**config.mk**
```make
export PLATFORM = sky130hd
export DESIGN_NAME = cdc_src_clear_buffer
export DESIGN_NICKNAME = d
export VERILOG_FILES = /design/src/rtl/cdc_src_clear_pkg.sv /design/src/rtl/cdc_src_clear_fifo.sv /design/src/rtl/cdc_src_clear_buffer.sv
export SDC_FILE = /design/constraint.sdc
export NUM_CORES = 1
export LEC_CHECK = 0
export CAP_MARGIN = 20
export CORE_UTILIZATION = 62
export CTS_BUF_LIST = sky130_fd_sc_hd__clkbuf_8
export CTS_CLUSTER_DIAMETER = 200
export DETAILED_ROUTE_END_ITERATION = 8
export DONT_BUFFER_PORTS = 1
export PLACE_DENSITY = 0.84
export SETUP_SLACK_MARGIN = 0.4
export SLEW_MARGIN = 10
export SYNTH_ARGS = -nofsm -noshare
export SYNTH_HDL_FRONTEND = slang
export SYNTH_SLANG_ARGS = --single-unit
```
**constraint.sdc**
```tcl
create_clock -name clk_i -period 3.1 [get_ports clk_i]
set_clock_uncertainty 0.1 [all_clocks]
set_input_delay 0.465 -clock clk_i [delete_from_list [all_inputs] [get_ports clk_i]]
set_output_delay 0.465 -clock clk_i [all_outputs]
set_load 0.01 [all_outputs]
```
**src/rtl/cdc_src_clear_pkg.sv**
```systemverilog
// Shared types for the clearable CDC source-side buffer.
// No logic; holds the sequencer state encoding.
// Imported by the buffer top level.
package cdc_src_clear_pkg;

    typedef enum logic [1:0] {
        IDLE    = 2'd0,
        ISOLATE = 2'd1,
        CLEAR   = 2'd2,
        ACK     = 2'd3
    } state_t;

endpackage

```
**src/rtl/cdc_src_clear_fifo.sv**
```systemverilog
// Small first-word-fall-through FIFO with a synchronous flush.
// Latency: a pushed word is visible on head the cycle after the push.
// Backpressure: the caller gates push with !full and pop with !empty.
module cdc_src_clear_fifo #(
    parameter type         T     = logic,
    parameter int unsigned DEPTH = 4
) (
    input  logic                       clk_i,
    input  logic                       rst_ni,
    input  logic                       push,
    input  logic                       pop,
    input  logic                       flush,
    input  T                           data,
    output logic                       full,
    output logic                       empty,
    output logic [$clog2(DEPTH+1)-1:0] usage,
    output T                           head
);

    localparam int unsigned CW = $clog2(DEPTH + 1);
    localparam int unsigned PW = (DEPTH > 1) ? $clog2(DEPTH) : 1;

    T              mem [DEPTH];
    logic [PW-1:0] wptr;
    logic [PW-1:0] rptr;
    logic [CW-1:0] count;

    // Pointers wrap explicitly so non-power-of-two depths work.
    function automatic logic [PW-1:0] ptr_next(input logic [PW-1:0] p);
        return (p == PW'(DEPTH - 1)) ? '0 : p + PW'(1);
    endfunction

    assign full  = (count == CW'(DEPTH));
    assign empty = (count == '0);
    assign usage = count;
    assign head  = mem[rptr];

    // Storage; reset so the head output is defined straight out of reset.
    always_ff @(posedge clk_i or negedge rst_ni) begin
        if (!rst_ni) begin
            for (int i = 0; i < int'(DEPTH); i++) begin
                mem[i] <= '0;
            end
        end else if (push && !flush) begin
            mem[wptr] <= data;
        end
    end

    // Pointer and occupancy tracking; flush drops contents but leaves mem alone.
    always_ff @(posedge clk_i or negedge rst_ni) begin
        if (!rst_ni) begin
            wptr  <= '0;
            rptr  <= '0;
            count <= '0;
        end else if (flush) begin
            wptr  <= '0;
            rptr  <= '0;
            count <= '0;
        end else begin
            if (push) begin
                wptr <= ptr_next(wptr);
            end
            if (pop) begin
                rptr <= ptr_next(rptr);
            end
            if (push && !pop) begin
                count <= count + CW'(1);
            end else if (pop && !push) begin
                count <= count - CW'(1);
            end
        end
    end

    a_count_bound: assert property (@(posedge clk_i) disable iff (!rst_ni)
        count <= CW'(DEPTH));

endmodule

```
**src/rtl/cdc_src_clear_buffer.sv**
```systemverilog
// Buffers the producer stream ahead of a clearable CDC source and sequences its clear.
// Latency: one cycle from push to cdc_valid_o; a clear takes CLEAR_CYCLES+2 cycles.
// Backpressure: ready_o drops when the FIFO is full or any clear step is in progress.
module cdc_src_clear_buffer
    import cdc_src_clear_pkg::*;
#(
    parameter type         T            = logic,
    parameter int unsigned DEPTH        = 4,
    parameter int unsigned CLEAR_CYCLES = 4
) (
    input  logic                       clk_i,
    input  logic                       rst_ni,
    input  logic                       clear_req_i,
    output logic                       clear_ack_o,
    output logic                       busy_o,
    input  T                           data_i,
    input  logic                       valid_i,
    output logic                       ready_o,
    output logic [$clog2(DEPTH+1)-1:0] usage_o,
    output T                           cdc_data_o,
    output logic                       cdc_valid_o,
    input  logic                       cdc_ready_i,
    output logic                       cdc_clear_o
);

    localparam int unsigned KW = (CLEAR_CYCLES > 1) ? $clog2(CLEAR_CYCLES) : 1;

    state_t        state;
    logic [KW-1:0] clr_cnt;
    logic          idle;
    logic          full;
    logic          empty;
    logic          push;
    logic          pop;
    logic          flush;

    // Stream is only open in IDLE, so the CDC never sees valid during its clear.
    assign idle        = (state == IDLE);
    assign ready_o     = idle && !full;
    assign cdc_valid_o = idle && !empty;
    assign push        = valid_i && ready_o;
    assign pop         = cdc_valid_o && cdc_ready_i;
    // Counter still holds its load value only on the first CLEAR cycle.
    assign flush       = (state == CLEAR) && (clr_cnt == KW'(CLEAR_CYCLES - 1));

    cdc_src_clear_fifo #(
        .T     (T),
        .DEPTH (DEPTH)
    ) u_fifo (
        .clk_i  (clk_i),
        .rst_ni (rst_ni),
        .push   (push),
        .pop    (pop),
        .flush  (flush),
        .data   (data_i),
        .full   (full),
        .empty  (empty),
        .usage  (usage_o),
        .head   (cdc_data_o)
    );

    // Clear sequencer: isolate, hold clear for CLEAR_CYCLES, ack, with registered outputs.
    always_ff @(posedge clk_i or negedge rst_ni) begin
        if (!rst_ni) begin
            state       <= IDLE;
            clr_cnt     <= '0;
            busy_o      <= 1'b0;
            cdc_clear_o <= 1'b0;
            clear_ack_o <= 1'b0;
        end else begin
            case (state)
                IDLE: begin
                    if (clear_req_i) begin
                        state  <= ISOLATE;
                        busy_o <= 1'b1;
                    end
                end
                ISOLATE: begin
                    state       <= CLEAR;
                    cdc_clear_o <= 1'b1;
                    clr_cnt     <= KW'(CLEAR_CYCLES - 1);
                end
                CLEAR: begin
                    if (clr_cnt == '0) begin
                        state       <= ACK;
                        cdc_clear_o <= 1'b0;
                        clear_ack_o <= 1'b1;
                    end else begin
                        clr_cnt <= clr_cnt - KW'(1);
                    end
                end
                ACK: begin
                    state       <= IDLE;
                    clear_ack_o <= 1'b0;
                    busy_o      <= 1'b0;
                end
                default: begin
                    state       <= IDLE;
                    busy_o      <= 1'b0;
                    cdc_clear_o <= 1'b0;
                    clear_ack_o <= 1'b0;
                end
            endcase
        end
    end

    a_clear_excl_valid: assert property (@(posedge clk_i) disable iff (!rst_ni)
        cdc_clear_o |-> !cdc_valid_o);

endmodule
```
==> flow_metrics.tcl <==
set metrics [dict create \
    syn_area_per_cell_um2 10.1 \
    grt_pass1_wl_um 3390 \
    drive_above_1_share_pct 15.5 \
    synthFlopType "dfrtp_1" \
    drc_errors 0 \
    finalCriticalPeriod_ps 2480 \
    grt_pass1_vias 826 \
    cts_buffers 3 \
    synthTopCellsByArea "dfrtp_1 39%, ha_1 13%, nand2_1 4.6%, a21oi_1 3.9%, mux2_2 3.9%" \
    finalCritPeriodShare_pct 80.0 \
    drt_wl_total_um 2020 \
    async_flop_share_pct 100 \
    antenna_found_initial 0 \
    die_width_um 44.9 \
    htree_levels 1 \
    vias 812 \
    grt_max_degree 19 \
    gp_congestion 0.780 \
    n_antenna_cell 0 \
    area_growth_pct 8.10 \
    p_leak_nw 0.573 \
    dieArea_um2 2020 \
    rsz0062_at_grt "false" \
    nets 136 \
    powerDensity_nw_per_um2 990 \
    io_pins 15 \
    crit_chain "inv_1 -> ha_1 -> o311a_2 -> nor3_1 -> fa_1 -> nor4_2 -> o21ai_0 -> nor3b_2" \
    crit_buf_inv 1 \
    row_count 15 \
    clk_latency_ps 250 \
    drv_cap 0 \
    start_util_pct 66.2 \
    synthesis.nets 132 \
    setup_viol 0 \
    syn_area_um2 1140 \
    synthTopCellsByCount "18 x dfrtp_1, 14 x nand2_1, 12 x ha_1" \
    yosysWarnings 0 \
    cpMaxStageDelayCell "fa_1" \
    vias_per_cell 5.76 \
    hp-class "primary input to register" \
    fmax_mhz 403 \
    start_kind "register" \
    post_synth_num_cell_types 33 \
    synth.most_common_cell "dfrtp_1" \
    synth_seq_area_share_pct 39.4 \
    cts_buffer_depth 2 \
    tightest_slew_ps 793 \
    fin_tns_setup_ps 0 \
    cp_top_family "adder cells" \
    synth_cells 113 \
    n_fill_cell 128 \
    status "finished clean" \
    wl_per_cell_um 14.3 \
    slew_violations 0 \
    ir_drop_mv 0.683 \
    cp.arrival_ps 2510 \
    placed_area_um2 1160 \
    track_usage_pct 23.8 \
    synth_top_area_cell "dfrtp_1" \
    endpoint_kind "register" \
    grt_overflow 0 \
    cts_tree "yes" \
    die_h_um 44.9 \
    netlist.area_leader.share_pct 39.4 \
    path_max_fanout 8 \
    root_buffer "clkbuf_8" \
    slowest_delay_ps 420 \
    final_area_um2 1240 \
    ys_seq_elements 18 \
    synth_edf_count 0 \
    crit_required_ps 3130 \
    timing_worst_setup_path_type "register to register" \
    hold_violations 0 \
    cts_sinks 18 \
    dp_hpwl_um 1490 \
    io_buffers 0 \
    drt_iter0_drc 10 \
    core_um2 1730 \
    dr.pass1.iters 4 \
    ant_nets 0 \
    slew_headroom_pct 47.0 \
    path_clk_slew_ps 70 \
]
## worst paths after layout
check                               from              end  slack (ps)  depth (start not counted)
setup / recovery                state[1]  u_fifo.usage[2]         620                          8
hold / removal                    data_i    u_fifo.mem[3]         260                          1
setup reg to reg                state[1]  u_fifo.usage[2]         620                          8
hold reg to reg            u_fifo.mem[0]    u_fifo.mem[0]         410                          1
max in group asynchronous         rst_ni    u_fifo.mem[2]        1770                          1
min in group asynchronous         rst_ni   u_fifo.wptr[0]         640                          1
## registers in the layout (all words and copies together), names as in the netlist
name	cells
u_fifo.mem	4
u_fifo.usage	3
clr_cnt	2
state	2
u_fifo.rptr	2
u_fifo.wptr	2
busy_o	1
cdc_clear_o	1
clear_ack_o	1
## report_power, final
group | internal [W] | leakage (nW) | switching (W)
sequential | 0.000335 | 0.218 | 0.000122
clock | 0.000113 | 0.0288 | 0.0000796
combinational | 0.000259 | 0.327 | 0.000315
## area by class of cell
class | instances | area, µm² | share of cell area (%)
Timing Repair Buffer | 1 | 10.0 | 0.810
Tap cell | 25 | 31.3 | 2.53
Clock buffer | 4 | 55.1 | 4.45
Inverter | 11 | 41.3 | 3.34
Sequential cell | 18 | 450 | 36.4
Multi-Input combinational cell | 82 | 648 | 52.4
## repair_timing
action                                  in CTS  in global routing
resized for setup                            0                  1
endpoints found under the setup margin       0                  1
buffers inserted                             0                  0
hold endpoints to repair                    18                  0
hold buffers                                 1                  0
## placed cells by master, fill, tap and decap left out, types with 2 or more instances in the layout
cell type,count
clkbuf_8,4
xor2_1,2
o21ai_0,7
nor3_1,4
nand2_1,14
nor2_1,5
a21oi_1,9
mux2_2,4
mux2i_1,3
dfrtp_1,18
inv_1,11
ha_1,12
and2_1,2
## logic make-up (layout without fill, tap and decap cells)
family,count (synthesis),count (layout),share of synthesized area (%)
AO/OA/AOI/OAI,23,23,12.7
XOR/XNOR,3,3,2.30
adder cells (fa/ha/maj),13,13,14.9
buffers and inverters,13,16,4.49
flip-flops,18,18,39.4
multiplexers,9,9,9.52
AND/OR/NAND/NOR,34,34,16.7
## stage by stage
| step | instances | util (%) | power [W] | hold slack, ps | worst slack [ps] |
|---|---|---|---|---|---|
| 2_1_floorplan | 113 | - | 0.000904 | 69.4 | 896 |
| 3_3_place_gp | 136 | 67.5 | 0.000979 | 69.7 | 787 |
| 3_5_place_dp | 136 | 67.5 | 0.00102 | 69.8 | 617 |
| 4_1_cts | 141 | 71.2 | 0.00122 | 253 | 595 |
| 5_1_grt | 141 | 71.6 | 0.00133 | 245 | 448 |
| 6_report | 141 | 71.6 | 0.00122 | 258 | 621 |
## routing by layer
layer / share of wire [%] / GRT usage [%] / wire length (µm)
met4: 2.3 / 12.7 / 47
met1: 42 / 27.6 / 852
met5: 0 / 0 / 0
met3: 4.1 / 4.00 / 83
met2: 51 / 41.7 / 1040
(Power assumes the default switching activity.)
==> edit: new RTL, same settings <==
Encoding of `state_t`: now one-hot (4 bits for 4 states).
--- a/src/rtl/cdc_src_clear_pkg.sv
+++ b/src/rtl/cdc_src_clear_pkg.sv
@@ -3,11 +3,11 @@
 // Imported by the buffer top level.
 package cdc_src_clear_pkg;
 
-    typedef enum logic [1:0] {
-        IDLE    = 2'd0,
-        ISOLATE = 2'd1,
-        CLEAR   = 2'd2,
-        ACK     = 2'd3
+    typedef enum logic [3:0] {
+        IDLE    = 4'b0001,
+        ISOLATE = 4'b0010,
+        CLEAR   = 4'b0100,
+        ACK     = 4'b1000
     } state_t;
 
 endpackage
Function: no difference found for any inputs over 10 cycles, from zero or initial values and one cycle with rst_ni low; not proved beyond that.
==> edit against the unedited design <==
- core utilization increased by 1.9 points
- sequential cell count increased by 2
- global-route usage decreased by 1.0 points
- routed wire length increased by 11%
- combinational power decreased by 3%
- synthesized cell count increased by 8.0%
- area after synthesis increased by 5.7%
- total power increased by 10%
- critical path depth decreased by 1
- cell area increased by 6.1%
- worst setup slack improved by 0.081 ns
- largest power group unchanged
==> edit: results (changes against the unedited design) <==
** Placed design
- The placement-stage worst setup slack is 0.6557 ns (+0.03834 ns).
- The half-perimeter wire length after detailed placement is 1.558 mm (+4.7%).
- Final weighted congestion in routability-driven placement :: 0.8072 (+3.4%)
- The count of port buffers added during placement is 0 (unchanged).

** Min path
- Start point of the worst hold path :: clear_req_i
- Worst Hold Path EP :: state[1]
- Path type of the worst min-delay path :: input pin to flop

** Clocking
- The number of levels the H-tree was split into is 1 (unchanged).

** Setup path
- Critical Path Fanout Max :: 9 (+1)
- Worst reg-to-reg setup slack :: 0.70 ns (+0.08 ns)
- The logic depth of the worst register-to-register path was 7 (-1).
- Worst path arrival time :: 2.48 ns (-0.03 ns)
- Worst r2r src :: state[0]

** Synth
- Synth unique cells :: 40 (+21%)
- Register area share after synthesis :: 41.51% (+2.1 points)
- Top cell types by occurrence after synthesis :: 19 x dfrtp_1, 11 x nor2_1, 9 x inv_1, 9 x o21ai_0, 8 x nand2_1
- Synthesized net count :: 136 (+3.0%)
- Most area-consuming cells after synthesis :: dfrtp_1 39%, ha_1 7.2%, mux2_2 4.7%, o21ai_0 3.7%, nor2_1 3.4%

** Route
- Number of DRC violations after detailed-routing iteration 0 :: 26 (+16)
- Mean routed wirelength per cell :: 15.15 um (+5.6%)
- Total number of vias :: 915 (+13%)

** GRT
- The maximum number of pins on one net before global-route repair was 21 (+2).
- The initial antenna violation count was 0 (unchanged).
- The number of global-route vias before repair came to 820 (-0.73%).
- Global-route wire length before repair :: 3.484 mm (+2.7%)
- The global-route usage over all layers came to 22.78% (-1.0 points).

** Power
- The static leakage came to 0.6016 nW (+4.9%).
- The highest ir drop seen on vdd was 0.0006227 V (-8.8%).

** Final layout
- Fraction of layout cells with a size suffix above 1 :: 12.20% (-3.3 points)

** Timing
- Setup TNS :: 0 ns (unchanged)
- The transition time at the pin with the least slew margin came to 0.8897 ns (+0.09676 ns).
- The worst hold slack after final layout was 0.2541 ns (-0.003956 ns).

** Status
- The flow ran to the end, and the final reports show no timing, DRC or antenna violations.
edit: cell count changes in the layout (fill, tap and decap cells not counted), moves of 3 or more:
cell	unedited run	this run
a21oi_1	9	6
ha_1	12	7
nand2_1	14	8
nor2_1	5	11
edit: repair_timing:
| action | in CTS | in global routing |
|---|---|---|
| endpoints found under the setup margin | 0 | 1 |
| hold endpoints to repair | 20 | 0 |
| hold buffers | 1 | 0 |
| setup buffers | 0 | 2 |
| resized for setup | 0 | 0 |
edit: cell type report:
| class | instances | area, sq um |
|---|---|---|
| Clock inverter | 1 | 30.03 |
| Clock buffer | 3 | 41.29 |
| Timing Repair Buffer | 3 | 25.02 |
| Inverter | 9 | 33.78 |
| Tap cell | 25 | 31.28 |
| Fill cell | 117 | 471.7 |
| Sequential cell | 20 | 501.7 |
| Multi-Input combinational cell | 87 | 648.1 |
edit: worst max-delay path, cell delays in order, from the launching register on:
cell     delay, ns
dfstp_2       0.61
nor4b_4       0.37
o311a_2       0.34
and2_1        0.17
fa_1          0.22
nor4b_1       0.24
o21ai_0       0.13
a21oi_1       0.15
edit: how the worst max path moves through the flow:
stage | to | slack (ns) | cells after the start
floorplan | u_fifo.usage[2] | 0.86 | 8
global placement | u_fifo.usage[2] | 0.80 | 7
detailed placement | u_fifo.usage[2] | 0.66 | 7
CTS | u_fifo.usage[2] | 0.65 | 7
global route | u_fifo.usage[2] | 0.47 | 7
finish | u_fifo.usage[2] | 0.70 | 7
edit: logic make-up after synthesis:
| logic type | after synthesis | synth area share (%) |
|---|---|---|
| and+or+nand+nor | 35 | 15.84 |
| AOI/OAI and AO/OA | 33 | 18.32 |
| DFF | 20 | 41.51 |
| buffers and inverters | 15 | 4.865 |
| muxes | 10 | 9.834 |
| adders and majority gates | 8 | 8.902 |
| xor gates and xnor gates | 1 | 0.7248 |
edit: through the flow:
stage | cells | cell area, sq um
after floorplan | 122 | 1209
after global placement | 141 | 1215
after detailed placement | 141 | 1215
after CTS | 146 | 1296
after global routing | 148 | 1311
final | 148 | 1311
edit: per-layer routing:
layer | GRT usage [%] | routed length (um)
met1 | 29.85 | 1017
met2 | 38.87 | 1094
met3 | 3.922 | 119
met4 | 5.882 | 10
met5 | 0 | 0
edit: power breakdown:
| part | internal, W | switching (W) | total (W) |
|---|---|---|---|
| clock | 0.000172 | 0.0000850 | 0.000257 |
| combinational | 0.000279 | 0.000278 | 0.000557 |
| sequential | 0.000376 | 0.000161 | 0.000537 |
| total | 0.000827 | 0.000524 | 0.00135 |
